## config.mk

```make
export PLATFORM = sky130hd
export DESIGN_NAME = uart_transceiver
export DESIGN_NICKNAME = d
export VERILOG_FILES = /design/src/rtl/uart_pkg.sv /design/src/rtl/uart_sync2.sv /design/src/rtl/uart_transceiver.sv
export SDC_FILE = /design/constraint.sdc
export NUM_CORES = 1
export LEC_CHECK = 0
export BUFFER_PORTS_ARGS = -buffer_cell sky130_fd_sc_hd__buf_2
export CAP_MARGIN = 30
export CORE_ASPECT_RATIO = 0.6
export CORE_MARGIN = 3
export CORE_UTILIZATION = 55
export DETAILED_ROUTE_END_ITERATION = 10
export PLACE_DENSITY = 0.77
export SYNTH_ARGS = -nofsm -noshare
export SYNTH_HDL_FRONTEND = slang
export SYNTH_SLANG_ARGS = --single-unit
```

## constraint.sdc

```tcl
create_clock -name i_Clock -period 2.3 [get_ports i_Clock]
set_input_delay 0.23 -clock i_Clock [delete_from_list [all_inputs] [get_ports i_Clock]]
set_output_delay 0.23 -clock i_Clock [all_outputs]
set_load 0.01 [all_outputs]
```

## src/rtl/uart_pkg.sv

```systemverilog
// rtl/uart_pkg.sv - shared state encoding and frame constants for the 8N1 UART
// Contents: uart_state_t (IDLE/START/DATA/STOP, used by TX and RX FSMs),
//           DEFAULT_CLKS_PER_BIT, DATA_BITS, START_BIT, STOP_BIT.
package uart_pkg;

  typedef enum logic [1:0] {
    IDLE  = 2'd0,
    START = 2'd1,
    DATA  = 2'd2,
    STOP  = 2'd3
  } uart_state_t;

  // 27 MHz system clock / 115200 baud
  localparam int DEFAULT_CLKS_PER_BIT = 234;

  localparam int   DATA_BITS = 8;
  localparam logic START_BIT = 1'b0;
  localparam logic STOP_BIT  = 1'b1;

endpackage

```

## src/rtl/uart_sync2.sv

```systemverilog
// rtl/uart_sync2.sv - two-flop synchronizer for the asynchronous RX line
// Ports: clk  - system clock
//        rst  - asynchronous active-high reset, both flops go to 1 (idle line)
//        d    - asynchronous input
//        q    - synchronized output
module uart_sync2 (
  input  logic clk,
  input  logic rst,
  input  logic d,
  output logic q
);

  logic meta;

  always_ff @(posedge clk or posedge rst) begin
    if (rst) begin
      meta <= 1'b1;
      q    <= 1'b1;
    end else begin
      meta <= d;
      q    <= meta;
    end
  end

endmodule

```

## src/rtl/uart_transceiver.sv

```systemverilog
// rtl/uart_transceiver.sv - 8N1 UART with independent TX and RX bit-rate FSMs
// Parameter: CLKS_PER_BIT - clock cycles per serial bit (minimum 4)
// Ports: i_Clock, i_Reset (async, active-high)
//        TX: i_Tx_DV, i_Tx_Byte -> o_Tx_Active, o_Tx_Serial, o_Tx_Done
//        RX: i_Rx_Serial -> o_Rx_DV, o_Rx_Byte, o_Rx_Frame_Err
module uart_transceiver
  import uart_pkg::*;
#(
  parameter int CLKS_PER_BIT = DEFAULT_CLKS_PER_BIT
) (
  input  logic       i_Clock,
  input  logic       i_Reset,
  input  logic       i_Tx_DV,
  input  logic [7:0] i_Tx_Byte,
  output logic       o_Tx_Active,
  output logic       o_Tx_Serial,
  output logic       o_Tx_Done,
  input  logic       i_Rx_Serial,
  output logic       o_Rx_DV,
  output logic [7:0] o_Rx_Byte,
  output logic       o_Rx_Frame_Err
);

  localparam int              CW       = $clog2(CLKS_PER_BIT);
  localparam logic [CW-1:0]   CNT_LAST = CW'(CLKS_PER_BIT - 1);
  localparam logic [CW-1:0]   CNT_HALF = CW'((CLKS_PER_BIT - 1) / 2);
  localparam logic [CW-1:0]   CNT_ONE  = CW'(1);
  localparam logic [2:0]      IDX_LAST = 3'(DATA_BITS - 1);

  // ---------------------------------------------------------------- TX
  uart_state_t   tx_state;
  logic [CW-1:0] tx_cnt;
  logic [2:0]    tx_idx;
  logic [7:0]    tx_data;

  always_ff @(posedge i_Clock or posedge i_Reset) begin
    if (i_Reset) begin
      tx_state    <= IDLE;
      tx_cnt      <= '0;
      tx_idx      <= '0;
      tx_data     <= '0;
      o_Tx_Active <= 1'b0;
      o_Tx_Serial <= STOP_BIT;
      o_Tx_Done   <= 1'b0;
    end else begin
      o_Tx_Done <= 1'b0;
      case (tx_state)
        IDLE: begin
          o_Tx_Serial <= STOP_BIT;
          tx_cnt      <= '0;
          tx_idx      <= '0;
          // Accepting here also covers the cycle Done is high, so a host
          // reacting to Done starts the next frame straight away.
          if (i_Tx_DV) begin
            tx_data     <= i_Tx_Byte;
            o_Tx_Active <= 1'b1;
            o_Tx_Serial <= START_BIT;
            tx_state    <= START;
          end
        end
        START: begin
          if (tx_cnt == CNT_LAST) begin
            tx_cnt      <= '0;
            o_Tx_Serial <= tx_data[0];
            tx_state    <= DATA;
          end else begin
            tx_cnt <= tx_cnt + CNT_ONE;
          end
        end
        DATA: begin
          if (tx_cnt == CNT_LAST) begin
            tx_cnt <= '0;
            if (tx_idx == IDX_LAST) begin
              tx_idx      <= '0;
              o_Tx_Serial <= STOP_BIT;
              tx_state    <= STOP;
            end else begin
              tx_idx      <= tx_idx + 3'd1;
              o_Tx_Serial <= tx_data[tx_idx + 3'd1];
            end
          end else begin
            tx_cnt <= tx_cnt + CNT_ONE;
          end
        end
        STOP: begin
          if (tx_cnt == CNT_LAST) begin
            tx_cnt      <= '0;
            o_Tx_Active <= 1'b0;
            o_Tx_Done   <= 1'b1;
            tx_state    <= IDLE;
          end else begin
            tx_cnt <= tx_cnt + CNT_ONE;
          end
        end
        default: begin
          tx_state    <= IDLE;
          o_Tx_Serial <= STOP_BIT;
          o_Tx_Active <= 1'b0;
        end
      endcase
    end
  end

  // ---------------------------------------------------------------- RX
  logic rx_sync;

  uart_sync2 u_rx_sync (
    .clk (i_Clock),
    .rst (i_Reset),
    .d   (i_Rx_Serial),
    .q   (rx_sync)
  );

  uart_state_t   rx_state;
  logic [CW-1:0] rx_cnt;
  logic [2:0]    rx_idx;
  logic [7:0]    rx_shift;
  // Cleared by a framing error; a start bit is only honoured once the line
  // has been seen high again, so a held-low break cannot retrigger RX.
  logic          armed;

  always_ff @(posedge i_Clock or posedge i_Reset) begin
    if (i_Reset) begin
      rx_state       <= IDLE;
      rx_cnt         <= '0;
      rx_idx         <= '0;
      rx_shift       <= '0;
      armed          <= 1'b0;
      o_Rx_DV        <= 1'b0;
      o_Rx_Byte      <= '0;
      o_Rx_Frame_Err <= 1'b0;
    end else begin
      o_Rx_DV        <= 1'b0;
      o_Rx_Frame_Err <= 1'b0;
      if (rx_sync == STOP_BIT) begin
        armed <= 1'b1;
      end
      case (rx_state)
        IDLE: begin
          rx_cnt <= '0;
          rx_idx <= '0;
          if (rx_sync == START_BIT && armed) begin
            rx_state <= START;
          end
        end
        START: begin
          if (rx_cnt == CNT_HALF) begin
            rx_cnt <= '0;
            // A start bit that is gone by mid-bit was a glitch.
            if (rx_sync == START_BIT) begin
              rx_state <= DATA;
            end else begin
              rx_state <= IDLE;
            end
          end else begin
            rx_cnt <= rx_cnt + CNT_ONE;
          end
        end
        DATA: begin
          if (rx_cnt == CNT_LAST) begin
            rx_cnt   <= '0;
            rx_shift <= {rx_sync, rx_shift[7:1]};
            if (rx_idx == IDX_LAST) begin
              rx_idx   <= '0;
              rx_state <= STOP;
            end else begin
              rx_idx <= rx_idx + 3'd1;
            end
          end else begin
            rx_cnt <= rx_cnt + CNT_ONE;
          end
        end
        STOP: begin
          if (rx_cnt == CNT_LAST) begin
            rx_cnt   <= '0;
            rx_state <= IDLE;
            if (rx_sync == STOP_BIT) begin
              o_Rx_Byte <= rx_shift;
              o_Rx_DV   <= 1'b1;
            end else begin
              o_Rx_Frame_Err <= 1'b1;
              armed          <= 1'b0;
            end
          end else begin
            rx_cnt <= rx_cnt + CNT_ONE;
          end
        end
        default: begin
          rx_state <= IDLE;
        end
      endcase
    end
  end

endmodule

```

# After elaboration in Yosys (flattened, before gate mapping)

Index checks and enable logic that the tools add are counted.

Add/subtract/negate cells: 4
Multiply operators: 0
Divide/modulo/power cells: 0
$lt $le $gt $ge: 1
Equality and inequality tests: 21
Shift operators: 0
Mux-type cells: 46
Bitwise operators: 1
Reductions and logical operators: 18

Operators by type and width:

| operator                                                                      | count |
|---|---|
| 8-bit two-way mux                                                             | 3 |
| 8-bit case mux with 3 select lines                                            | 1 |
| 2-bit two-way mux                                                             | 11 |
| 2-bit != test (second input constant)                                         | 10 |
| 1-bit two-way mux                                                             | 19 |
| 8-bit by 1-bit adder with 8-bit output (second input constant)                | 2 |
| 8-bit equality test (second input constant)                                   | 2 |
| 2-bit case mux with 4 select lines                                            | 2 |
| 8-bit case mux with 2 select lines                                            | 1 |
| 3-bit two-way mux                                                             | 4 |
| 3-bit case mux with 2 select lines                                            | 2 |
| 5-bit AND reduction                                                           | 2 |
| 3-bit AND reduction                                                           | 3 |
| 2-bit equality test (second input constant)                                   | 4 |
| 8-bit by 7-bit equality test with 1-bit output (second input constant)        | 1 |
| 2-bit AND reduction                                                           | 4 |
| 3-bit by 1-bit adder with 3-bit output (second input constant)                | 2 |
| 3-bit equality test (second input constant)                                   | 2 |
| 2-bit nonzero test                                                            | 3 |
| 2-bit by 1-bit equality test with 1-bit output (second input constant)        | 2 |
| 2-bit logical NOT                                                             | 2 |
| 3-bit by 4-bit less-than comparator with 1-bit output (second input constant) | 1 |
| 1-bit binary-select mux with 3-bit select                                     | 1 |
| 1-bit case mux with 3 select lines                                            | 1 |
| other kinds (6)                                                               | 6 |

Bits in registers: 58
Latch bits: 0
RAM bits: 0
ROM bits: 0
Input port bits: 12
Memories: 0

# Longest topological paths before layout

Word-level depth: 6
Mapped depth: 8
Mapped depth without buffers: 6

# By module

Synthesis repeated with hierarchy kept, for this count alone.

Cells, all modules: 219
Area, all modules: 2775.2 sq um

By module, submodules not included:

| module           | instances | cells an instance | area an instance (sq um) |
|---|---|---|---|
| uart_transceiver | 1         | 216               | 2718.9 |
| uart_sync2       | 1         | 3                 | 56.3 |

# Least setup slack after synthesis

No wires, ideal clock.

Path type: flip-flop to flip-flop
From: reg tx_idx[0]
To: reg o_Tx_Serial
Setup time: 0.079 ns
Arrival: 1.829 ns
Data required time: 2.221 ns
Slack: 0.392 ns
Cell stages (with the launch flop): 8
Path through: dfrtp_1 > ha_1 > ha_1 > buf_2 > mux2i_1 > mux4_2 > nor2b_1 > o21ai_0

Cells in the longest elaborated chain, start to end: 6

Ends and longest elaborated chain:

| element                                   | line                   | RTL |
|---|---|---|
| start: declaration                        | uart_transceiver.sv:33 | `logic [2:0] tx_idx;` |
| start signal: assignment                  | uart_transceiver.sv:78 | `tx_idx <= tx_idx + 3'd1;` |
| 3-bit by 1-bit adder with 3-bit output    | uart_transceiver.sv:79 | `o_Tx_Serial <= tx_data[tx_idx + 3'd1];` |
| 1-bit binary-select mux with 3-bit select | uart_transceiver.sv:79 |  |
| 1-bit two-way mux (implied by the code)   | uart_transceiver.sv:79 |  |
| 1-bit two-way mux *                       | uart_transceiver.sv:73 | `if (tx_idx == IDX_LAST) begin` |
| 1-bit two-way mux *                       | uart_transceiver.sv:71 | `if (tx_cnt == CNT_LAST) begin` |
| 1-bit case mux with 3 select lines *      | uart_transceiver.sv:47 | `case (tx_state)` |
| end signal: assignment                    | uart_transceiver.sv:64 | `o_Tx_Serial <= tx_data[0];` |
| end signal: assignment                    | uart_transceiver.sv:79 |  |
| end: declaration                          | uart_transceiver.sv:16 | `output logic o_Tx_Serial,` |

Every way passes the cells marked *; elsewhere a longest branch is shown, timed or not. The select of a mux whose other input is x is not followed.
A chain may end at the register's enable or synchronous reset.

# Worst setup path after layout

Ends and elaborated chain as after synthesis.

==> results.txt <==
----------------------------------------------------
[Route]
  WL final ... 4.77 mm
  Vias after detailed routing ... 1786
  Post-DR vias/cell ... 5.50
  Routed len/inst ... 14.7 um
  First-pass detailed-route iteration total ... 6
  DR DRC count ... 0
  Final antenna-violating net count ... 0
  Iter 0 DRT Violations ... 100

[Synth]
  #FFs+latches synth ... 58
  Async SR Flop Fraction ... 1.00
  Post-synthesis instance area ... 2790 sq um
  Syn_nets ... 252
  Largest area contributor in the synthesized netlist ... sky130_fd_sc_hd__dfrtp_1
  Top-area cell type share of the netlist area ... 0.493
  Post-Syn Area per Cell ... 12.4 sq um
  Cells taking the most area after synthesis ... sky130_fd_sc_hd__dfrtp_1 (49%), sky130_fd_sc_hd__mux2_2 (7.7%), sky130_fd_sc_hd__ha_1 (6.3%)
  Cell count after synthesis ... 226
  Cell with the most instances after synthesis ... sky130_fd_sc_hd__dfrtp_1
  Post-synth EDFFs ... 0
  Yosys warning total ... 0
  Distinct cell type count of the synthesized netlist ... 47
  Top cell types by occurrence after synthesis ... sky130_fd_sc_hd__dfrtp_1 (55), sky130_fd_sc_hd__mux2_2 (19), sky130_fd_sc_hd__nor2_1 (16), sky130_fd_sc_hd__ha_1 (14)
  Most instantiated flip-flop cell in the synthesis netlist ... sky130_fd_sc_hd__dfrtp_1
  Portion of the post-synthesis area used by sequential elements ... 0.521

[Placement]
  Placed insts ... 307
  Count of buffers inserted at the top-level ports ... 24
  Gp weighted congestion ... 0.776
  Placed wire-length estimate ... 3.36 mm

[Status]
  Status ... completed

[Power and ir drop]
  Total design power ... 3.01 mW
  Largest vdd supply drop ... 0.748 mV
  Total leakage power ... 1.52 nW
  Areal power density over the cells ... 942 nW/um^2

[Clock tree]
  Maximum clock path buffer count ... 2
  Clock edge transition at the registers on the reported setup and hold paths ... 0.06 ns
  Count of H-tree levels built during CTS ... 3
  Clock buffer count from CTS ... 9
  Sink count of the clock tree ... 58
  Number of gates given a new drive strength after cts ... 0
  Root Buffer ... sky130_fd_sc_hd__clkbuf_8
  Setup Buffers After CTS ... 0
  Source-to-sink clock delay at the later pin of the worst-skew pair ... 0.33 ns
  TritonCTS clock tree ... yes

[Timing]
  Worst Max-Slew Pin Slew ... 0.581 ns
  Worst-case headroom to the max-slew limit ... 0.612
  Final max-slew violation count ... 0
  Maximum achievable frequency ... 0.493 GHz
  Total negative slack for setup checks ... 0 ns
  Crit share post-route ... 0.882
  Total setup violations reported at the end of the flow ... 0
  Unrepaired setup endpoints after global routing ... false
  Post-layout min period ... 2.03 ns
  Worst clock skew ... 0.00720 ns
  Hold violation total from the final report ... 0

[Worst setup path]
  Sort of element at the end of the critical path ... flip-flop
  Setup Crit Path Kind ... reg2reg
  Critical-path maximum fanout ... 5
  Setup crit start kind ... flip-flop
  Required time worst endpoint ... 2.56 ns
  Data arrival time at the worst-slack endpoint ... 2.29 ns

[Run]
  Max cap viols ... 0

[Die]
  Placement row count ... 19
  Core Area ... 4730 sq um
  Die area ... 5990 sq um
  Initial Utilization ... 0.590
  Height of the die ... 61.2 um
  I/O pin cnt ... 25
  X dimension of the die ... 98.0 um

[Global route]
  First-pass GRT wire length ... 8.09 mm
  Vias in the first global route ... 1596
  Global-route usage over all layers ... 0.178
  Largest net degree at the start of global routing ... 29
  Grt total ovfl ... 0
  Antenna violations before repair ... 0

[Worst hold path]
  Hold Path Class ... in2reg

[Layout]
  Final net count ... 283
  Layout cell share with drive strength beyond 1 ... 0.313
  Final cell utilization of the core ... 0.675
  Post-synthesis to final-layout area growth ... 14.4%
  Count of filler cells inserted in the layout ... 365
  Non-filler cells, final ... 325
  Ant. Diodes ... 0

----------------------------------------------------
==> worst max-delay path: stages, from the launching register on <==
cell and delay, ns:
sky130_fd_sc_hd__dfrtp_1 0.43, sky130_fd_sc_hd__ha_1 0.24, sky130_fd_sc_hd__ha_1 0.38, sky130_fd_sc_hd__mux2i_1 0.15, sky130_fd_sc_hd__mux4_2 0.46, sky130_fd_sc_hd__nor2b_1 0.14
sky130_fd_sc_hd__o21ai_0 0.16
==> sequential cells by signal (all words and copies together) (netlist names), 2 cells and up, named ones only <==
name / count
o_Rx_Byte: 8
rx_cnt: 8
rx_idx: 3
rx_shift: 8
tx_cnt: 8
tx_data: 8
tx_idx: 3
tx_state: 2
==> timing repair <==
| item | 4_1_cts | 5_1_grt |
|---|---|---|
| endpoints found under the setup margin | 0 | 0 |
| endpoints found under the hold margin | 27 | 0 |
| hold buffers | 2 | 0 |
==> through the flow <==
step | area [sq um] | hold slack, ns | worst slack, ns
after floorplan | 2790 | 0.234 | 0.392
after global placement | 2970 | 0.315 | 0.346
after detailed placement | 2970 | 0.325 | 0.279
after CTS | 3190 | 0.113 | 0.263
after global routing | 3190 | 0.115 | 0.115
final | 3190 | 0.129 | 0.272
==> cell families (layout without fill, tap and decap cells) <==
family	after synthesis	count (layout)	share of synthesized area
xor gates and xnor gates	12	12	0.0377
DFF	58	58	0.521
muxes	38	38	0.164
buffers and inverters	19	55	0.0296
adders and majority gates	14	14	0.0628
and+or+nand+nor	63	63	0.126
AOI/OAI and AO/OA	22	22	0.0592
==> where the power goes <==
group / internal, mW / switching, mW
logic: 0.349 / 0.368
clock network: 0.557 / 0.384
registers: 1.19 / 0.163
total: 2.09 / 0.914
==> per-layer routing <==
metal	track usage	wire length, um	vias up
met3	0.0724	302	6
li1	-	-	860
met5	0	0	-
met2	0.242	1920	45
met1	0.259	2490	875
met4	0.0592	52	0
==> cells in the final DEF, fill, tap and decap left out, types with 3 or more instances in the layout <==
cell type / count
sky130_fd_sc_hd__nor2_1: 16
sky130_fd_sc_hd__nor3b_1: 3
sky130_fd_sc_hd__buf_2: 24
sky130_fd_sc_hd__nor3_1: 10
sky130_fd_sc_hd__nand3_1: 10
sky130_fd_sc_hd__mux2_4: 8
sky130_fd_sc_hd__xnor2_1: 6
sky130_fd_sc_hd__clkbuf_8: 11
sky130_fd_sc_hd__dfrtp_1: 55
sky130_fd_sc_hd__xor2_1: 6
sky130_fd_sc_hd__o21ai_0: 6
sky130_fd_sc_hd__mux2i_1: 9
sky130_fd_sc_hd__ha_1: 14
sky130_fd_sc_hd__buf_4: 3
sky130_fd_sc_hd__a22o_1: 3
sky130_fd_sc_hd__nand2_1: 6
sky130_fd_sc_hd__inv_1: 9
sky130_fd_sc_hd__dfstp_2: 3
sky130_fd_sc_hd__mux2_2: 19
==> layout make-up <==
type | instances | area [sq um] | area share
inverters | 10 | 37.5 | 0.0118
well taps | 63 | 78.8 | 0.0247
clock buffers | 12 | 155 | 0.0486
clock inverters | 4 | 50.0 | 0.0157
repair buffers | 29 | 163 | 0.0509
flip-flops and latches | 58 | 1460 | 0.456
multi-input cells | 149 | 1250 | 0.393
==> final timing paths <==
kind / from / end / slack (ns) / cells past startpoint
setup / recovery: tx_idx[0]$_DFFE_PP0P_ / o_Tx_Serial$_DFFE_PP1P_ / 0.27 / 6
hold / removal: i_Tx_Byte[0] / tx_data[0]$_DFFE_PP0P_ / 0.13 / 2
setup reg to reg: tx_idx[0]$_DFFE_PP0P_ / o_Tx_Serial$_DFFE_PP1P_ / 0.27 / 6
hold reg to reg: u_rx_sync.meta$_DFF_PP1_ / u_rx_sync.q$_DFF_PP1_ / 0.36 / 0
max in group asynchronous: i_Reset / u_rx_sync.meta$_DFF_PP1_ / 1.06 / 4
min in group asynchronous: i_Reset / rx_idx[0]$_DFFE_PP0P_ / 0.51 / 3
No activity file was read; power rests on OpenSTA's default activity.
